$ cat config.mk
export PLATFORM = sky130hd
export DESIGN_NAME = uart_baud_ctrl
export DESIGN_NICKNAME = d
export VERILOG_FILES = /design/src/rtl/uart_pkg.sv /design/src/rtl/sync_2ff.sv /design/src/rtl/uart_baud_ctrl.sv
export SDC_FILE = /design/constraint.sdc
export NUM_CORES = 1
export LEC_CHECK = 0
export CAP_MARGIN = 20
export CORE_MARGIN = 4
export CORE_UTILIZATION = 35
export CTS_CLUSTER_SIZE = 25
export DETAILED_ROUTE_END_ITERATION = 12
export MAX_ROUTING_LAYER = met4
export PLACE_DENSITY = 0.62
export SKIP_CTS_REPAIR_TIMING = 1
export SYNTH_ARGS = -nofsm -noshare
export SYNTH_HDL_FRONTEND = slang
export SYNTH_SLANG_ARGS = --single-unit
$ cat constraint.sdc
create_clock -name clk -period 5.4 [get_ports clk]
set_input_delay 1.08 -clock clk [delete_from_list [all_inputs] [get_ports clk]]
set_output_delay 1.08 -clock clk [all_outputs]
set_load 0.02 [all_outputs]
$ cat src/rtl/uart_pkg.sv
// Shared UART types: baud controller states, divisor source tags, and the
// divisor width used by both the baud generator and its controller.
package uart_pkg;

   localparam int unsigned BAUD_DVSR_W = 11;

   typedef enum logic [1:0] {
      IDLE      = 2'd0,
      APPLY     = 2'd1,
      AUTO_ARM  = 2'd2,
      AUTO_MEAS = 2'd3
   } baud_ctrl_state_e;

   typedef enum logic {
      MAN  = 1'b0,
      AUTO = 1'b1
   } baud_src_e;

endpackage

$ cat src/rtl/sync_2ff.sv
// Two-flop synchronizer for a single asynchronous bit; 2-cycle latency.
// The reset value is a parameter so idle-high lines start out idle.
module sync_2ff #(
   parameter bit RST_VAL = 1'b1
) (
   input  logic clk,
   input  logic rst,
   input  logic d,
   output logic q
);

   logic meta_q;
   logic sync_q;

   always_ff @(posedge clk or posedge rst) begin
      if (rst) begin
         meta_q <= RST_VAL;
         sync_q <= RST_VAL;
      end else begin
         meta_q <= d;
         sync_q <= meta_q;
      end
   end

   assign q = sync_q;

endmodule

$ cat src/rtl/uart_baud_ctrl.sv
// Baud divisor owner: takes manual (valid/ready) or auto-baud measured divisors
// and commits them only on a generator tick; no backpressure beyond cfg_ready.
module uart_baud_ctrl
   import uart_pkg::*;
#(
   parameter int unsigned DVSR_W   = BAUD_DVSR_W,
   parameter int unsigned RST_DVSR = 26,
   parameter int unsigned MIN_W    = 4
) (
   input  logic              clk,
   input  logic              rst,
   input  logic              cfg_valid,
   output logic              cfg_ready,
   input  logic [DVSR_W-1:0] cfg_dvsr,
   input  logic              auto_start,
   input  logic              rx,
   input  logic              tick,
   output logic [DVSR_W-1:0] dvsr,
   output logic              busy,
   output logic              auto_done,
   output logic              auto_err
);

   localparam logic [DVSR_W:0] CNT_ONE = (DVSR_W+1)'(1);
   localparam logic [DVSR_W:0] CNT_MAX = {1'b1, {DVSR_W{1'b0}}};
   localparam logic [DVSR_W:0] MIN_CNT = (DVSR_W+1)'(MIN_W);

   baud_ctrl_state_e  state_q,   state_d;
   baud_src_e         src_q,     src_d;
   logic [DVSR_W:0]   cnt_q,     cnt_d;
   logic [DVSR_W-1:0] pending_q, pending_d;
   logic [DVSR_W-1:0] dvsr_q,    dvsr_d;
   logic              busy_q,    busy_d;
   logic              done_q,    done_d;
   logic              err_q,     err_d;
   logic              rx_prev_q, rx_prev_d;
   logic              rx_s;

   sync_2ff #(.RST_VAL(1'b1)) u_rx_sync (
      .clk (clk),
      .rst (rst),
      .d   (rx),
      .q   (rx_s)
   );

   assign cfg_ready = (state_q == IDLE) && !auto_start;

   always_comb begin
      state_d   = state_q;
      src_d     = src_q;
      cnt_d     = cnt_q;
      pending_d = pending_q;
      dvsr_d    = dvsr_q;
      done_d    = 1'b0;
      err_d     = 1'b0;
      rx_prev_d = rx_s;

      case (state_q)
         IDLE: begin
            // auto_start has priority; cfg_ready is already low when it is set
            if (auto_start) begin
               state_d = AUTO_ARM;
            end else if (cfg_valid) begin
               pending_d = cfg_dvsr;
               src_d     = MAN;
               state_d   = APPLY;
            end
         end
         AUTO_ARM: begin
            if (rx_prev_q && !rx_s) begin
               cnt_d   = CNT_ONE;
               state_d = AUTO_MEAS;
            end
         end
         AUTO_MEAS: begin
            if (!rx_s) begin
               if (cnt_q == CNT_MAX) begin
                  err_d   = 1'b1;
                  state_d = IDLE;
               end else begin
                  cnt_d = cnt_q + CNT_ONE;
               end
            end else if (cnt_q < MIN_CNT) begin
               err_d   = 1'b1;
               state_d = IDLE;
            end else begin
               pending_d = DVSR_W'(cnt_q - CNT_ONE);
               src_d     = AUTO;
               state_d   = APPLY;
            end
         end
         APPLY: begin
            if (tick) begin
               dvsr_d  = pending_q;
               done_d  = (src_q == AUTO);
               state_d = IDLE;
            end
         end
         default: state_d = IDLE;
      endcase

      busy_d = (state_d != IDLE);
   end

   always_ff @(posedge clk or posedge rst) begin
      if (rst) begin
         state_q   <= IDLE;
         src_q     <= MAN;
         cnt_q     <= '0;
         pending_q <= '0;
         dvsr_q    <= DVSR_W'(RST_DVSR);
         busy_q    <= 1'b0;
         done_q    <= 1'b0;
         err_q     <= 1'b0;
         rx_prev_q <= 1'b1;
      end else begin
         state_q   <= state_d;
         src_q     <= src_d;
         cnt_q     <= cnt_d;
         pending_q <= pending_d;
         dvsr_q    <= dvsr_d;
         busy_q    <= busy_d;
         done_q    <= done_d;
         err_q     <= err_d;
         rx_prev_q <= rx_prev_d;
      end
   end

   assign dvsr      = dvsr_q;
   assign busy      = busy_q;
   assign auto_done = done_q;
   assign auto_err  = err_q;

endmodule

### Word-level counts from Yosys, hierarchy flattened

Cells that the tools add are included.

| operators by class | value |
|---|---|
| magnitude comparators | 1 |
| muxes and demuxes | 28 |
| reduce and logical (&&, ||, !) cells | 11 |
| equality and inequality tests | 11 |
| add/subtract/negate cells | 2 |

Operators with widths:

| operator | count |
|---|---|
| two-way mux 11 bit | 4 |
| two-way mux 12 bit | 3 |
| one-hot mux 12 bit (2 select lines) | 1 |
| one-hot mux 11 bit (2 select lines) | 1 |
| adder 12 x 1 -> 12 bit (second input constant) | 1 |
| == test 12 bit (second input constant) | 1 |
| less-than comparator 12 x 3 -> 1 bit (second input constant) | 1 |
| two-way mux 2 bit | 6 |
| inequality test 2 bit (second input constant) | 6 |
| two-way mux 1 bit | 11 |
| subtractor 11 x 1 -> 11 bit (second input constant) | 1 |
| one-hot mux 2 bit (4 select lines) | 1 |
| nonzero test 2 bit | 3 |
| AND reduction 5 bit | 1 |
| == test 2 bit (second input constant) | 2 |
| AND reduction 4 bit | 1 |
| == test 2 x 1 -> 1 bit (second input constant) | 1 |
| logical AND 1 bit | 2 |
| logical NOT 1 bit | 2 |
| logical NOT 2 bit | 1 |
| inequality test 2 x 1 -> 1 bit (second input constant) | 1 |
| one-hot mux 1 bit (2 select lines) | 1 |
| AND reduction 2 bit | 1 |

| word-level totals | value |
|---|---|
| register bits after elaboration | 43 |
| input bits | 17 |

### Longest topological paths before layout

Gate-level depths: netlist of run 1.

| depth | value |
|---|---|
| depth after elaboration | 5 |
| gate-level depth with buffers | 6 |

### Hierarchy

A second synthesis of run 1 with hierarchy kept.

| second synthesis, totals | value |
|---|---|
| cell total of the unflattened synthesis | 214 |
| area total of the unflattened synthesis | 2213.4 um2 |

Modules (own cells, without submodules):

| module | times used | cells an instance | area each (um2) | sequential area each (um2) |
|---|---|---|---|---|
| uart_baud_ctrl | 1 | 211 | 2157.1 | 1031.0 |
| sync_2ff | 1 | 3 | 56.3 | 52.6 |

### Worst setup path before layout of run 1

Ideal clock, no wire load.

| timing | value |
|---|---|
| kind | input-to-output |
| start | in auto_start |
| end | out cfg_ready |
| data arrival time | 1.588 ns |
| cell stages on the path | 1 |
| path slack | 2.732 ns |
| required time | 4.320 ns |
| cell sequence | nor3_1 |

| between the ends | value |
|---|---|
| word-level cells in the longest chain between the ends | 2 |

Ends and longest elaborated chain:

| what | line | text |
|---|---|---|
| from (decl) | uart_baud_ctrl.sv:15 | `input logic auto_start,` |
| logical NOT 1 bit | uart_baud_ctrl.sv:46 | `assign cfg_ready = (state_q == IDLE) && !auto_start;` |
| logical AND 1 bit | uart_baud_ctrl.sv:46 |  |
| to (decl) | uart_baud_ctrl.sv:13 | `output logic cfg_ready,` |

No other way between the ends.

### Worst setup path after layout of run 1

Ends and elaborated chain as after synthesis.

==> summary.txt, run 1 <==
Detailed routing
  • Vias: 1657
  • Routed WL per cell: 15.1 µm
  • DRC: 0
  • Post-Route WL: 4.69 mm
  • TritonRoute pass-1 iters: 4
  • Antenna-violating nets left: 0
  • DRT iter0 DRCs: 71
  • DR vias/cell: 5.33

CTS
  • Clk_lat worst skew: 0.30 ns
  • TritonCTS clock tree: built
  • Clock Tree Buf Depth: 2
  • Clock root cell: clkbuf_8
  • H-tree depth: 2
  • CTS buffer count: 5
  • Clock transition at path regs: 0.08 ns
  • Clk sinks: 43

Yosys
  • Post-synth net total: 229
  • Syn Inst Count: 210
  • Area leader, netlist: dfrtp_1
  • Number of flops mapped to enable cells by yosys: 0
  • Post-synthesis sequential area ratio: 0.490
  • Top-count cell post-synth: dfrtp_1
  • Synth top area share: 0.419
  • Syn Area/Cell: 10.5 µm²
  • Top cells by area, synth: dfrtp_1 (42%), mux2_2 (11%), dfstp_2 (7.1%)
  • Synth warnings: 0
  • Synth Register Bits: 43
  • Cell variety after synth: 44
  • Cell Area, Synth: 2210 µm²
  • Ys flop type: dfrtp_1
  • Share of synthesized registers carrying an async set or reset: 1.00
  • Commonest cells post-synth: dfrtp_1 (37), mux2_2 (21), nor2_1 (19)

Floorplanning
  • I/O pins: 32
  • Chip height: 87.5 µm
  • Core Rows: 28
  • Initial Util: 0.367
  • Die X: 87.5 µm
  • CORE AREA: 6030 µm²
  • Die Footprint: 7650 µm²

Timing
  • Hold Slack: 0.359 ns
  • Final Max Tran Viols: 0
  • Final setup margin: 1.80 ns
  • Setup TNS: 0 ns
  • Maximum operating frequency: 0.278 GHz
  • Final setup vio count: 0
  • Actual slew at the worst max-slew pin: 0.829 ns
  • Slew HR: 0.442
  • Crit path time final: 3.60 ns
  • Final Hold Fails: 0
  • Tcrit/Tclk final: 0.667
  • Unrepaired setup endpoints after global routing: no
  • Max Clock Skew: 0.00675 ns

Final layout
  • Register area: 1080 µm²
  • Final core utilization: 0.447
  • ANT cells: 0
  • Share of layout cells above drive strength 1: 0.178
  • Nets@finish: 254
  • Multi-input logic area: 1030 µm²
  • Area Overhead vs Synth: 22.0%
  • Fill cell count: 575

Worst hold path
  • Hold Crit Class: flop to flop
  • Hold Crit Endpoint: u_rx_sync.q$_DFF_PP1_
  • Hold Startpoint: u_rx_sync.meta_q$_DFF_PP1_
  • Worst Hold Path Cells: 0

Placement
  • Port bufs: 31
  • RePlAce Congestion: 0.797
  • Post-DP HPWL: 3.31 mm
  • Worst slack, placed: 1.79 ns

Pwr
  • VDD IR-drop max: 0.000216 V
  • Power, Total: 1.28 mW
  • Pwr per Cell Area: 474 nW/µm²
  • Leakage power: 1.13 nW

Critical path
  • Worst endpoint required time: 4.32 ns
  • Buf+Inv Stages, Crit Path: 2
  • Max stage delay on crit path: 0.69 ns
  • Crit-path slowest cell: clkdlybuf4s50_1
  • Top delay family on crit path: buffers and inverters
  • Critical path endpoint category: primary output
  • Most frequent CP cell: clkdlybuf4s50_1
  • Critical-path cell list: clkdlybuf4s50_1 -> nor3_1 -> clkdlybuf4s50_1
  • CP startpoint kind: input port
  • R2r endpoint: pending_q[7]$_DFFE_PP0P_
  • Reg-to-reg startpoint: cnt_q[4]$_DFFE_PP0P_
  • Critical path type: input port to primary output
  • Total stage count of the critical path: 3
  • Data arrival, critical path: 2.52 ns
  • Reg2reg setup slack: 3.15 ns
  • Crit Path Max Fanout: 3
  • Reg2Reg Depth: 5
  • Worst setup startpoint: auto_start

Run
  • Max Cap Viol: 0

GRT
  • Met1 Usage GRT: 0.170
  • First-pass GRT wire length: 7.79 mm
  • Initial antenna violation count: 0
  • Total GRT Usage: 0.136
  • Pin count of the biggest net entering global routing: 44
  • Met2 GRT Util: 0.207
  • Vias in the first global route: 1613
  • Busiest grt layer: met2
  • Gr ovfl total: 0
  • M3 GR Usage: 0.0378

Status
  • Status: complete, no violations
logic make-up (layout without fill, tap and decap cells):
| kind of cell | after synthesis | in the layout | share of synthesized area |
|---|---|---|---|
| flip-flops | 43 | 43 | 0.490 |
| XOR/XNOR | 5 | 5 | 0.0198 |
| AO/OA/AOI/OAI | 33 | 33 | 0.0968 |
| AND/OR/NAND/NOR | 77 | 77 | 0.195 |
| buffers and inverters | 22 | 48 | 0.0459 |
| multiplexers | 28 | 28 | 0.141 |
| adder cells (fa/ha/maj) | 2 | 2 | 0.0113 |
worst register-to-register path, delay by kind of cell (launching register included):
| kind | cells | cell delay (ns) |
|---|---|---|
| mux | 1 | 0.35 |
| flops | 1 | 0.56 |
| buf+inv | 1 | 0.28 |
| simple gates | 2 | 0.43 |
| compound gates | 1 | 0.51 |
power by group:
part           leakage [nW]  switching [mW]  internal (mW)
clock                0.0654           0.111          0.185
sequential            0.531          0.0797          0.435
combinational         0.533           0.233          0.234
total                  1.13           0.423          0.854
state kept, by name, indices dropped and copies added (netlist names):
signal            flops
src_q                 1
auto_err              1
auto_done             1
u_rx_sync.q           1
dvsr                 11
state_q               2
pending_q            11
u_rx_sync.meta_q      1
cnt_q                12
rx_prev_q             1
busy                  1
stage by stage:
step                cells  cell area (µm²)
global placement      302             2550
detailed placement    302             2550
CTS                   310             2690
finish                311             2700
floorplan             210             2210
global route          311             2700
worst max path at each step:
stage / to / slack [ns]
3_5_place_dp: cfg_ready / 1.79
4_1_cts: cfg_ready / 1.79
3_3_place_gp: cfg_ready / 1.80
6_report: cfg_ready / 1.80
5_1_grt: cfg_ready / 1.72
2_1_floorplan: cfg_ready / 2.73
placed cells by master, fill, tap and decap left out, drive strengths merged, types with 6 or more instances in the layout:
cell and count:
dfrtp 37, clkdlybuf4s50 31, mux2 25, nor2 19, o21ai 10, nand3 9, nand2 8, a31oi 7
inv 6, dfstp 6, or4 6, o31ai 6, clkbuf 6
layout make-up:
| cell class | instances | share of cell area |
|---|---|---|
| flip-flops and latches | 43 | 0.402 |
| multi-input cells | 145 | 0.382 |
| repair buffers | 34 | 0.123 |
| well taps | 75 | 0.0348 |
| clock buffers | 6 | 0.0269 |
| clock inverters | 2 | 0.0223 |
| inverters | 6 | 0.00836 |
routing by layer:
metal	part of all wire	wire length, µm	up-vias
li1	-	-	806
met1	0.45	2110	804
met2	0.49	2280	40
met3	0.048	227	7
met4	0.017	79	0
met5	0	0	-
Power figures use the tool's default switching activity.
==> inputs of run 2 (changes only) <==
--- a/config.mk
+++ b/config.mk
@@ -11,7 +11,7 @@
 export CTS_CLUSTER_SIZE = 25
 export DETAILED_ROUTE_END_ITERATION = 12
 export MAX_ROUTING_LAYER = met4
-export PLACE_DENSITY = 0.62
+export PLACE_DENSITY = 0.65
 export SKIP_CTS_REPAIR_TIMING = 1
 export SYNTH_ARGS = -nofsm -noshare
 export SYNTH_HDL_FRONTEND = slang
==> constraint.sdc (replaced) <==
create_clock -name clk -period 3.05 [get_ports clk]
set_input_delay 0.61 -clock clk [delete_from_list [all_inputs] [get_ports clk]]
set_output_delay 0.61 -clock clk [all_outputs]
set_load 0.02 [all_outputs]
==> run 2 against run 1 <==
  * Register-to-register slack lost 2.3 ns
  * Total power grew 76%
  * Non-clock buffer count grew 1
  * Final area grew 0.28%
  * Clock skew shrank 0.00075 ns
  * Largest power group unchanged
==> summary.txt, run 2 (same netlist as run 1, synthesis figures left out) <==
Status
  • Status: complete, no violations

Timing
  • Final setup vio count: 0
  • Tcrit/Tclk final: 0.866
  • Actual slew at the worst max-slew pin: 0.718 ns
  • Max Clock Skew: 0.00600 ns
  • Maximum operating frequency: 0.379 GHz
  • Hold Slack: 0.359 ns
  • Final Max Tran Viols: 0
  • Final setup margin: 0.409 ns
  • Setup TNS: 0 ns
  • Final Hold Fails: 0
  • Crit path time final: 2.64 ns
  • Unrepaired setup endpoints after global routing: no
  • Slew HR: 0.517

CTS
  • Clk sinks: 43
  • Clock root cell: clkbuf_8
  • CTS buffer count: 5
  • TritonCTS clock tree: built
  • Clock Tree Buf Depth: 2
  • Clock transition at path regs: 0.08 ns
  • H-tree depth: 2
  • Clk_lat worst skew: 0.29 ns

Final layout
  • Share of layout cells above drive strength 1: 0.181
  • Fill cell count: 556
  • Most common cell after layout, fill and taps aside: dfrtp_1
  • Non-filler instance count after layout: 312
  • Final instance area: 2700 µm²
  • Final core utilization: 0.449
  • ANT cells: 0
  • Largest Register: cnt_q
  • Largest register FFs: 12
  • Nets@finish: 255
  • Area Overhead vs Synth: 22.3%
  • Most frequent cells in the layout: dfrtp_1 (37), clkdlybuf4s50_1 (31), mux2_2 (21), nor2_1 (19), o21ai_0 (10)

GRT
  • Total GRT Usage: 0.129
  • Pin count of the biggest net entering global routing: 44
  • Vias in the first global route: 1584
  • First-pass GRT wire length: 7.59 mm
  • Gr ovfl total: 0
  • Initial antenna violation count: 0

Detailed routing
  • DRC: 0
  • DR vias/cell: 5.24
  • Post-Route WL: 4.39 mm
  • Antenna-violating nets left: 0
  • DRT iter0 DRCs: 102
  • Vias: 1635
  • TritonRoute pass-1 iters: 4
  • Routed WL per cell: 14.1 µm

Critical path
  • Crit Path Max Fanout: 3
  • Reg2Reg Depth: 6
  • Reg-to-reg startpoint: cnt_q[0]$_DFFE_PP0P_
  • Crit-path slowest cell: clkdlybuf4s50_1
  • Max stage delay on crit path: 0.68 ns
  • Critical path endpoint category: primary output
  • R2r endpoint: pending_q[10]$_DFFE_PP0P_
  • Most frequent CP cell: clkdlybuf4s50_1
  • CP startpoint kind: input port
  • Reg2reg setup slack: 0.88 ns
  • Critical-path cell list: clkdlybuf4s50_1 -> nor3_1 -> clkdlybuf4s50_1
  • Critical path type: input port to primary output
  • Data arrival, critical path: 2.03 ns
  • Worst endpoint required time: 2.44 ns

Worst hold path
  • Hold Crit Endpoint: u_rx_sync.q$_DFF_PP1_
  • Hold Startpoint: u_rx_sync.meta_q$_DFF_PP1_
  • Hold Crit Class: flop to flop
  • Worst Hold Path Cells: 0

Floorplanning
  • CORE AREA: 6030 µm²
  • Die Footprint: 7650 µm²
  • Die X: 87.5 µm
  • I/O pins: 32
  • Initial Util: 0.367
  • Core Rows: 28
  • Chip height: 87.5 µm

Placement
  • Worst slack, placed: 0.400 ns
  • Port bufs: 31
  • Post-DP HPWL: 3.07 mm
  • DP Area: 2560 µm²
  • Inst Count DP: 303
  • RePlAce Congestion: 0.841

Pwr
  • Pwr per Cell Area: 832 nW/µm²
  • Leakage power: 1.14 nW
  • Power, Total: 2.25 mW
  • VDD IR-drop max: 0.000369 V

Run
  • Max Cap Viol: 0
[run 2: changes by cell type in the layout (fill, tap and decap cells not counted)]
cell   previous run  this run
buf_4             3         4
[run 2: worst max-delay path by stage]
stage	from	end	slack, ns	depth (start not counted)
detailed placement	auto_start	pending_q[5]$_DFFE_PP0P_	0.40	4
floorplan	auto_start	pending_q[0]$_DFFE_PP0P_	1.06	4
finish	auto_start	cfg_ready	0.41	3
global route	auto_start	cfg_ready	0.32	3
CTS	auto_start	cfg_ready	0.43	3
global placement	auto_start	pending_q[9]$_DFFE_PP0P_	0.42	4
[run 2: final cells by class]
type,instances,area [µm²],area share
Clock buffer,6,72.6,0.0269
Clock inverter,2,60.1,0.0222
Inverter,6,22.5,0.00833
Multi-Input combinational cell,145,1030,0.381
Sequential cell,43,1080,0.401
Tap cell,75,93.8,0.0347
Timing Repair Buffer,35,340,0.126
[run 2: critical path, delay by kind of cell]
kind,cells,cell delay [ns]
buf+inv,2,1.12
simple gates,1,0.30
[run 2: metal layers]
layer | routed length (µm) | track usage | share of wire
met5 | 0 | - | 0
met4 | 56 | 0.0418 | 0.013
met1 | 2070 | 0.169 | 0.47
met3 | 190 | 0.0322 | 0.043
met2 | 2070 | 0.195 | 0.47
[run 2: power by group]
part	internal, mW	switching [mW]	leakage [nW]
Sequential	0.770	0.139	0.531
Combinational	0.413	0.403	0.538
Clock	0.327	0.196	0.0654
